===== src/rtl/stream_merge2.sv =====
// stream_merge2: two-input val/rdy merger, round-robin arbitration, registered output.
// Optional macro STREAM_MERGE2_SKID_EN selects a 2-entry skid FIFO output stage.
module stream_merge2 #(
    parameter int p_nbits = 8
) (
    input  logic               clk,
    input  logic               reset,
    input  logic               in0_val,
    output logic               in0_rdy,
    input  logic [p_nbits-1:0] in0_msg,
    input  logic               in1_val,
    output logic               in1_rdy,
    input  logic [p_nbits-1:0] in1_msg,
    output logic               out_val,
    input  logic               out_rdy,
    output logic [p_nbits-1:0] out_msg,
    output logic               out_src
);

    logic               prio;
    logic               grant;
    logic               can_accept;
    logic               enq;
    logic               deq;
    logic [p_nbits-1:0] enq_msg;

    // Round-robin grant: contention goes to prio, otherwise the lone requester.
    always_comb begin
        grant = in1_val;
        if (in0_val && in1_val) begin
            grant = prio;
        end
    end

    assign in0_rdy = can_accept && !grant;
    assign in1_rdy = can_accept && grant;
    assign enq     = (in0_val && in0_rdy) || (in1_val && in1_rdy);
    assign enq_msg = grant ? in1_msg : in0_msg;
    assign deq     = out_val && out_rdy;

    // Priority pointer flips away from the source that just transferred.
    always_ff @(posedge clk) begin
        if (reset) begin
            prio <= 1'b0;
        end else if (enq) begin
            prio <= ~grant;
        end
    end

`ifdef STREAM_MERGE2_SKID_EN

    logic [1:0]         count;
    logic [p_nbits-1:0] tail_msg;
    logic               tail_src;

    // Readiness comes from registered occupancy only, so out_rdy never reaches in_rdy.
    assign can_accept = !reset && (count != 2'd2);

    // Two-entry FIFO: head is the output register, tail holds the skid entry.
    always_ff @(posedge clk) begin
        if (reset) begin
            count    <= 2'd0;
            out_val  <= 1'b0;
            out_msg  <= '0;
            out_src  <= 1'b0;
            tail_msg <= '0;
            tail_src <= 1'b0;
        end else begin
            case ({enq, deq})
                2'b10: begin
                    if (count == 2'd0) begin
                        out_msg <= enq_msg;
                        out_src <= grant;
                    end else begin
                        tail_msg <= enq_msg;
                        tail_src <= grant;
                    end
                    out_val <= 1'b1;
                    count   <= count + 2'd1;
                end
                2'b01: begin
                    if (count == 2'd2) begin
                        out_msg <= tail_msg;
                        out_src <= tail_src;
                    end
                    out_val <= (count == 2'd2);
                    count   <= count - 2'd1;
                end
                2'b11: begin
                    if (count == 2'd1) begin
                        out_msg <= enq_msg;
                        out_src <= grant;
                    end else begin
                        out_msg  <= tail_msg;
                        out_src  <= tail_src;
                        tail_msg <= enq_msg;
                        tail_src <= grant;
                    end
                end
                default: begin
                end
            endcase
        end
    end

`else

    // A full pipe register can still accept if it is draining this cycle.
    assign can_accept = !reset && (!out_val || out_rdy);

    // Single-entry pipe register feeding the consumer.
    always_ff @(posedge clk) begin
        if (reset) begin
            out_val <= 1'b0;
            out_msg <= '0;
            out_src <= 1'b0;
        end else if (enq) begin
            out_val <= 1'b1;
            out_msg <= enq_msg;
            out_src <= grant;
        end else if (deq) begin
            out_val <= 1'b0;
        end
    end

`endif

endmodule

===== config.mk =====
export PLATFORM = sky130hd
export DESIGN_NAME = stream_merge2
export DESIGN_NICKNAME = d
export VERILOG_FILES = /design/src/rtl/stream_merge2.sv
export SDC_FILE = /design/constraint.sdc
export NUM_CORES = 1
export LEC_CHECK = 0
export ABC_AREA = 1
export CORE_UTILIZATION = 37
export DETAILED_ROUTE_END_ITERATION = 12
export HOLD_SLACK_MARGIN = 0.06
export PLACE_DENSITY_LB_ADDON = 0.1
export SETUP_SLACK_MARGIN = 0.1
export SYNTH_ARGS = -nofsm -noshare
export SYNTH_HDL_FRONTEND = slang
export SYNTH_SLANG_ARGS = --single-unit

===== constraint.sdc =====
create_clock -name clk -period 2.8 [get_ports clk]
set_clock_uncertainty 0.05 [all_clocks]
set_input_delay 0.56 -clock clk [delete_from_list [all_inputs] [get_ports clk]]
set_output_delay 0.56 -clock clk [all_outputs]
set_load 0.005 [all_outputs]

; ---- Word-level counts from Yosys, hierarchy flattened
; Cells that the tools add are included.
[classes]
muxes = 4
bitwise_logic = 1
n_reduce_logical = 13
[ops]
columns = cell, n
row1 = two-way mux 8 bit, 1
row2 = logical AND 1 bit, 7
row3 = zero test 1 bit, 3
row4 = two-way mux 1 bit, 3
row5 = logical OR 1 bit, 2
row6 = nonzero test 2 bit, 1
row7 = NOT 1 bit, 1
[totals]
register_bits = 11
in_bits = 21
out_inout_bits = 12
elab_cells = 22

; ---- Depth between registers and ports, before layout
; Gate-level depths: netlist of the first run.
[logic_depth]
depth_word = 7
ltp_mapped = 8
mapped_depth_nobuf = 7

; ---- Least setup slack after synthesis of the first run
; No wires, ideal clock.
[synth_timing]
kind = input to output
startpoint = input out_rdy
endpoint = output in1_rdy
t_arrival_ps = 1140
t_required_ps = 2190
slack_ps = 1050
cell_stages = 5
cell_sequence = inv_1 > a21oi_1 > nand2_2 > buf_6 > inv_1
[synth_between]
elab_chain_cells = 3
[synth_rtl]
columns = element, line
row1 = from (decl), 15  ; input logic out_rdy,
row2 = logical OR 1 bit, 109  ; assign can_accept = !reset && (!out_val || out_rdy);
row3 = logical AND 1 bit, 109
row4 = logical AND 1 bit, 36  ; assign in1_rdy = can_accept && grant;
row5 = to (decl), 12  ; output logic in1_rdy,
; Every way passes these cells.

; ---- Worst setup path after layout of the first run
; Same ends and word-level chain as after synthesis.

==> results of run 1 <==
[area by class of cell]
class	count	area [sq um]	share of cell area
multi-input combinational	62	305.3	0.3202
timing repair buffer	37	360.3	0.3780
clock buffer	4	26.28	0.02756
sequential	11	220.2	0.2310
inverter	6	22.52	0.02362
tap	15	18.77	0.01969
[power breakdown]
| part | leakage, nW | total (mW) | internal [mW] | switching [mW] |
|---|---|---|---|---|
| Sequential | 0.0907 | 0.174 | 0.169 | 0.00578 |
| Clock | 0.0150 | 0.114 | 0.0552 | 0.0591 |
| Combinational | 0.333 | 0.114 | 0.0666 | 0.0472 |
[registers in the layout, indices dropped and copies added, names as in the netlist]
name / flops
out_val: 1
prio: 1
out_src: 1
out_msg: 8
[cell usage in the layout (no fill, tap or decap)]
master                            count
sky130_fd_sc_hd__a21oi_1             10
sky130_fd_sc_hd__a21oi_2              1
sky130_fd_sc_hd__a31oi_1              1
sky130_fd_sc_hd__buf_4                5
sky130_fd_sc_hd__clkbuf_1             1
sky130_fd_sc_hd__clkbuf_4             3
sky130_fd_sc_hd__clkdlybuf4s50_1     31
sky130_fd_sc_hd__dfxtp_1             11
sky130_fd_sc_hd__dlymetal6s2s_1       1
sky130_fd_sc_hd__inv_1                6
sky130_fd_sc_hd__nand2_1             23
sky130_fd_sc_hd__nand2_2              1
sky130_fd_sc_hd__nand2_4              2
sky130_fd_sc_hd__nand3_1             12
sky130_fd_sc_hd__nand3_4              1
sky130_fd_sc_hd__nor2_1               6
sky130_fd_sc_hd__o21ai_0              5
[worst max path at each step]
| stage | cells after the start | start | slack, ps | endpoint |
|---|---|---|---|---|
| 6_report | 6 | out_rdy | 270 | in1_rdy |
| 3_3_place_gp | 6 | in0_val | 190 | in0_rdy |
| 4_1_cts | 7 | in0_val | 150 | in1_rdy |
| 3_5_place_dp | 6 | in0_val | 160 | in0_rdy |
| 5_1_grt | 6 | out_rdy | 170 | in1_rdy |
| 2_1_floorplan | 5 | out_rdy | 1050 | in1_rdy |
[timing repair]
| item | in CTS | in global routing |
|---|---|---|
| endpoints found under the setup margin | 0 | 1 |
| endpoints found under the hold margin | 0 | 0 |
| resized for setup | 0 | 1 |
[layer usage]
| layer | up-vias | part of all wire |
|---|---|---|
| met5 | - | 0 |
| met4 | 0 | 0.019 |
| met3 | 4 | 0.053 |
| met2 | 21 | 0.46 |
| met1 | 289 | 0.46 |
| li1 | 346 | - |
[kinds of logic after synthesis]
kind of cell,count (synthesis)
flip-flops,11
AND/OR/NAND/NOR,45
buffers and inverters,9
AO/OA/AOI/OAI,17
[per-stage QoR]
stage	hold slack [ps]	worst slack (ps)	util	area, sq um	cells
3_3_place_gp	395.5	187.2	0.6767	924.6	131
4_1_cts	417.7	149.7	0.6960	950.9	135
5_1_grt	435.1	167.9	0.6978	953.4	135
2_1_floorplan	382.9	1050	-	575.6	82
3_5_place_dp	406.5	158.1	0.6767	924.6	131
6_report	416.7	274.2	0.6978	953.4	135
[worst min-delay path, delay by kind of cell (launching register included)]
kind / cells / cell delay [ps]
AND/OR/NAND/NOR: 1 / 60
flip-flops: 1 / 320
AO/OA/AOI/OAI: 1 / 50
==> summary.txt, run 1 <==
CTS
  • Number of sinks driven by the clock tree: 11
  • Clock Path Buffers: 2
  • Buffer cell driving the clock tree root: sky130_fd_sc_hd__clkbuf_4
  • Clock tree from TritonCTS: built
  • Cts-stage hold buffer count: 0
  • Number of buffers inserted during clock tree synthesis: 3
  • Setup repair bufs after CTS: 0
  • Clock-pin slew on the worst setup and hold paths: 70 ps
  • H-tree levels: 1
  • Insertion delay to the later sink of the worst-skew pair: between 200 and 300 ps

Synthesis
  • Share of synthesized flip-flops with an asynchronous set or reset: 0
  • Count of cell types in the netlist: 14
  • Sequential-to-total area share from yosys stat: 0.3826
  • Largest family of logic cells by synthesized area: simple AND/OR/NAND/NOR gates
  • Area share of the largest cell type after synthesis: 0.3826
  • Adder and majority gate portion of the synthesized area: 0
  • Mux cell area share after synthesis: 0
  • Register bit count reported by yosys: 11
  • Primary flip-flop cell chosen by synthesis mapping: sky130_fd_sc_hd__dfxtp_1
  • Number of enable flip-flop cells after synthesis: 0
  • Share of the synthesized area in compound gates (AO/OA/AOI/OAI): 0.1565
  • Top cells by area, synth: sky130_fd_sc_hd__dfxtp_1, sky130_fd_sc_hd__nand2_1, sky130_fd_sc_hd__nand3_1, sky130_fd_sc_hd__a21oi_1, sky130_fd_sc_hd__o21ai_0
  • Avg Synthesized Cell Area: around 7.0 sq um
  • Most frequent cells after synthesis: sky130_fd_sc_hd__nand2_1, sky130_fd_sc_hd__nand3_1, sky130_fd_sc_hd__dfxtp_1
  • Warnings, synthesis: 0
  • Net count of the mapped netlist: 103
  • Dominant cell by count in the synthesized netlist: sky130_fd_sc_hd__nand2_1
  • XOR/XNOR Fraction of Synth Area: 0
  • Cells after Synth: between 80 and 90
  • Mapped cell area: around 580 sq um
  • Top cell type by total area after synthesis: sky130_fd_sc_hd__dfxtp_1
  • Basic-gate share of the synthesized area counting and, or, nand and nor cells: 0.3739

Floorplan
  • I/O pin count: 33
  • Chip Height: 41.44 microns
  • Starting utilization of the core area: 0.4212
  • Placeable core region: 1366 sq um
  • Width of the die: about 41 microns
  • Die outline area: between 1500 and 2000 sq um
  • Number of rows in the core area: 13

Drt
  • Drt first pass iters: 4
  • Remaining antenna violation count after routing: 0
  • Total wire length: 1587 microns
  • Total number of vias: 660
  • Average wire per cell in the routed design: 11.76 microns
  • Post-route DRC violation count: 0
  • DRC marker count from the first detailed-route iteration: 4
  • Post-detailed-route via-to-cell ratio: 4.889

Setup path
  • Worst Setup End Kind: output pin
  • Crit path largest cell delay: 490 ps
  • Critical Path Slowest Stage Cell: sky130_fd_sc_hd__clkdlybuf4s50_1
  • R2R setup slack: 1370 ps
  • Crit path DAT: 1920 ps
  • Reg-to-Reg Start: prio
  • Kind of start point of the critical path: input port
  • CP Data Required Time: 2190 ps
  • Sequence of cells on the critical path: clkdlybuf4s50_1 -> inv_1 -> a21oi_1 -> nand2_2 -> inv_1 -> clkdlybuf4s50_1
  • Worst reg2reg path depth: 7
  • Maximum fanout along the worst path: 2
  • Buffer and inverter count on the worst path: 4
  • Worst path top cell family by delay: buffers and inverters
  • Endpoint of the worst register-to-register path: out_msg[3]
  • Type of the setup path with the least slack: input port to output pin

STA
  • Relative slew margins: 0.7696
  • Number of max-slew violations in the final report: 0
  • Minimum clock period: 2526 ps
  • Unrepaired setup endpoints after global routing: false
  • Measured slew at the worst slew-check pin: 345.6 ps
  • Final sum of negative setup slack: 0 ps
  • Share of the clock period used by the worst path: 0.9021
  • Final setup violation count: 0
  • Highest attainable clock frequency: 395.9 MHz
  • Final hold viol count: 0

Worst hold path
  • Hold_sp: prio
  • Worst hold-check path type: flip-flop to flip-flop
  • Terminating pin of the worst hold path: prio
  • Worst hold path stage count: 2

GRT
  • Number of global-route vias before repair: about 600
  • Total global-route track usage: 0.1928
  • Met3 capacity usage during global routing: 0.04783
  • GRT overflow: 0
  • Met1 routing resource usage after global routing: 0.2293
  • Layer with the highest usage: met2
  • Antenna violations before repair: 0
  • Maximum number of pins on one net before global-route repair: 12
  • First-pass GRT wire length: 2525 microns
  • Routing usage on met2: 0.3063

Final layout
  • Number of nets in the finished design: around 140
  • Relative area change from synthesis to final layout: 65.65%
  • Proportion of layout cells with a drive suffix above 1: 0.1083
  • Final antenna diode count: 0
  • Count of fill cells added during filler insertion: 130

Pwr
  • Peak supply drop: roughly 0.0003 V
  • Leakage power of the design: 0.4383 nW
  • Post-route total power: 402.5 uW
  • Power per cell area: 422.1 nW/um^2

Run status
  • Run status: finished, final reports clean

Placement
  • Placer congestion estimate: 0.7284
  • Count of input and output buffers: 32
  • Half-perimeter wire length of the detailed placement result: ~1200 microns

Job
  • Max Cap Violations: 0
No activity file was read; power rests on OpenSTA's default activity.
==> run 2: changes to the inputs <==
--- a/config.mk
+++ b/config.mk
@@ -14,3 +14,4 @@
 export SYNTH_ARGS = -nofsm -noshare
 export SYNTH_HDL_FRONTEND = slang
 export SYNTH_SLANG_ARGS = --single-unit
+export TNS_END_PERCENT = 20
==> results of run 2 <==
No change in the layout: final DEF, timing and power equal those of run 1.
==> run 3: changes to the inputs <==
--- a/config.mk
+++ b/config.mk
@@ -6,6 +6,7 @@
 export NUM_CORES = 1
 export LEC_CHECK = 0
 export ABC_AREA = 1
+export CORE_MARGIN = 1.5
 export CORE_UTILIZATION = 37
 export DETAILED_ROUTE_END_ITERATION = 12
 export HOLD_SLACK_MARGIN = 0.06
==> summary.txt, run 3 (synthesis gave the netlist of run 1 again) <==
GRT
  • Number of global-route vias before repair: just over 600
  • Total global-route track usage: 0.1970
  • Maximum number of pins on one net before global-route repair: 12
  • Antenna violations before repair: 0
  • GRT overflow: 0
  • First-pass GRT wire length: 2566 microns

STA
  • Worst setup slack after layout: between 200 and 300 ps
  • Unrepaired setup endpoints after global routing: false
  • Share of the clock period used by the worst path: 0.9078
  • Number of max-slew violations in the final report: 0
  • Highest attainable clock frequency: around 390 MHz
  • Measured slew at the worst slew-check pin: between 300 and 400 ps
  • Final sum of negative setup slack: 0 ps
  • Min Hold Slack: about 420 ps
  • Final hold viol count: 0
  • Final setup violation count: 0
  • Minimum clock period: 2542 ps
  • Relative slew margins: 0.7557

Final layout
  • Register cell area after layout: around 220 sq um
  • Proportion of layout cells with a drive suffix above 1: 0.1083
  • Post-Layout Inst Area: 954.7 sq um
  • Count of fill cells added during filler insertion: roughly 150
  • Register with the most flip-flops: out_msg
  • Finished Core Util: 0.6412
  • Commonest cells after routing, fill and taps aside: sky130_fd_sc_hd__clkdlybuf4s50_1, sky130_fd_sc_hd__nand2_1, sky130_fd_sc_hd__nand3_1, sky130_fd_sc_hd__dfxtp_1, sky130_fd_sc_hd__a21oi_1
  • Area of combinational cells with multiple inputs: 305.3 sq um
  • Most common cell after layout, fill and taps aside: sky130_fd_sc_hd__clkdlybuf4s50_1
  • Relative area change from synthesis to final layout: 65.87%
  • Final antenna diode count: 0
  • Cell Count, Final, Fillers Out: 136
  • Max FFs per register: 8
  • Number of nets in the finished design: around 140

CTS
  • Insertion delay to the later sink of the worst-skew pair: 260 ps
  • Clock-pin slew on the worst setup and hold paths: 70 ps
  • Cts-stage hold buffer count: 0
  • Buffer cell driving the clock tree root: sky130_fd_sc_hd__clkbuf_4
  • H-tree levels: 1
  • Number of buffers inserted during clock tree synthesis: 3
  • Clock tree from TritonCTS: built
  • Clock Path Buffers: 2
  • Number of sinks driven by the clock tree: 11

Setup path
  • Critical Path Slowest Stage Cell: sky130_fd_sc_hd__clkdlybuf4s50_1
  • Worst Setup End Kind: output pin
  • Kind of start point of the critical path: input port
  • Maximum fanout along the worst path: 2
  • Worst path top cell family by delay: buffers and inverters
  • Crit path largest cell delay: 490 ps
  • Buffer and inverter count on the worst path: 4
  • Crit path DAT: between 1500 and 2000 ps
  • Sequence of cells on the critical path: clkdlybuf4s50_1 -> inv_1 -> a21oi_1 -> nand2_2 -> inv_1 -> clkdlybuf4s50_1
  • Type of the setup path with the least slack: input port to output pin
  • CP Data Required Time: around 2200 ps

Pwr
  • Pint: 290.3 uW
  • Sequential Power Share: 0.441
  • Power dissipated by switching net loads: between 100 and 150 uW
  • Net Sw Frac: 0.2671
  • Fraction of power consumed by the clock network: 0.270
  • Leakage power of the design: between 0.4 and 0.5 nW
  • Power per cell area: 414.9 nW/um^2
  • Peak supply drop: 0.0002364 V
  • Post-route total power: 396.1 uW
  • Share of power burned in combinational logic: 0.289

Floorplan
  • Placeable core region: 1489 sq um
  • Width of the die: 42.44 microns
  • Starting utilization of the core area: 0.3866
  • I/O pin count: 33
  • Number of rows in the core area: 14
  • Chip Height: 42.44 microns
  • Die outline area: between 1500 and 2000 sq um

Placement
  • Count of input and output buffers: 32
  • Half-perimeter wire length of the detailed placement result: 1182 microns
  • Worst setup timing slack at the placement stage: 161.6 ps
  • Placer congestion estimate: 0.7644
  • Number of cells after detailed placement: 132
  • Post-place instance area: 925.9 sq um

Drt
  • Post-route DRC violation count: 0
  • DRC marker count from the first detailed-route iteration: 8
  • Total number of vias: 670
  • Post-detailed-route via-to-cell ratio: 4.926
  • Total wire length: 1580 microns
  • Remaining antenna violation count after routing: 0
  • Drt first pass iters: 3
  • Average wire per cell in the routed design: 11.62 microns

Job
  • Max Cap Violations: 0

Run status
  • Run status: finished, final reports clean

Worst hold path
  • Worst hold-check path type: flip-flop to flip-flop
-- run 3: cell counts in the layout (fill, tap and decap cells not counted) --
Identical to the previous run, type by type.
-- run 3: area by class of cell --
cell class | instances | area share
Timing Repair Buffer | 37 | 0.3775
Multi-Input combinational cell | 62 | 0.3198
Sequential cell | 11 | 0.2307
Clock buffer | 4 | 0.02752
Inverter | 6 | 0.02359
Tap cell | 16 | 0.02097
-- run 3: worst reg2reg max path: stages (launching register included) --
cell and delay, ps:
sky130_fd_sc_hd__dfxtp_1 340, sky130_fd_sc_hd__inv_1 70, sky130_fd_sc_hd__nand2_4 110, sky130_fd_sc_hd__nand2_4 60, sky130_fd_sc_hd__buf_4 180, sky130_fd_sc_hd__a21oi_2 340
sky130_fd_sc_hd__nand2_1 100, sky130_fd_sc_hd__a21oi_1 150
-- run 3: path summary, 6_finish.rpt --
kind	start	to	slack (ps)	depth (start not counted)
worst max-delay path	out_rdy	in1_rdy	260	6
worst min-delay path	prio	prio	420	2
worst max register to register	prio	out_msg[3]	1360	7
worst min register to register	prio	prio	420	2
-- run 3: metal layers --
metal / part of all wire / GRT usage
met5: 0 / 0
met2: 0.51 / 0.3508
met3: 0.058 / 0.03448
met1: 0.41 / 0.2158
met4: 0.022 / 0.1125
-- run 3: what timing repair did --
action,4_1_cts,5_1_grt
resized for setup,0,1
buffers inserted,0,0
endpoints found under the setup margin,0,2
-- run 3: power groups by stage --
| stage | registers (mW) | clock network [mW] | logic [mW] |
|---|---|---|---|
| after global routing | 0.176 | 0.121 | 0.125 |
| after global placement | 0.178 | 0 | 0.114 |
| after floorplan | 0.179 | 0 | 0.0473 |
| after CTS | 0.175 | 0.111 | 0.116 |
| final | 0.175 | 0.107 | 0.114 |
| after detailed placement | 0.178 | 0 | 0.115 |
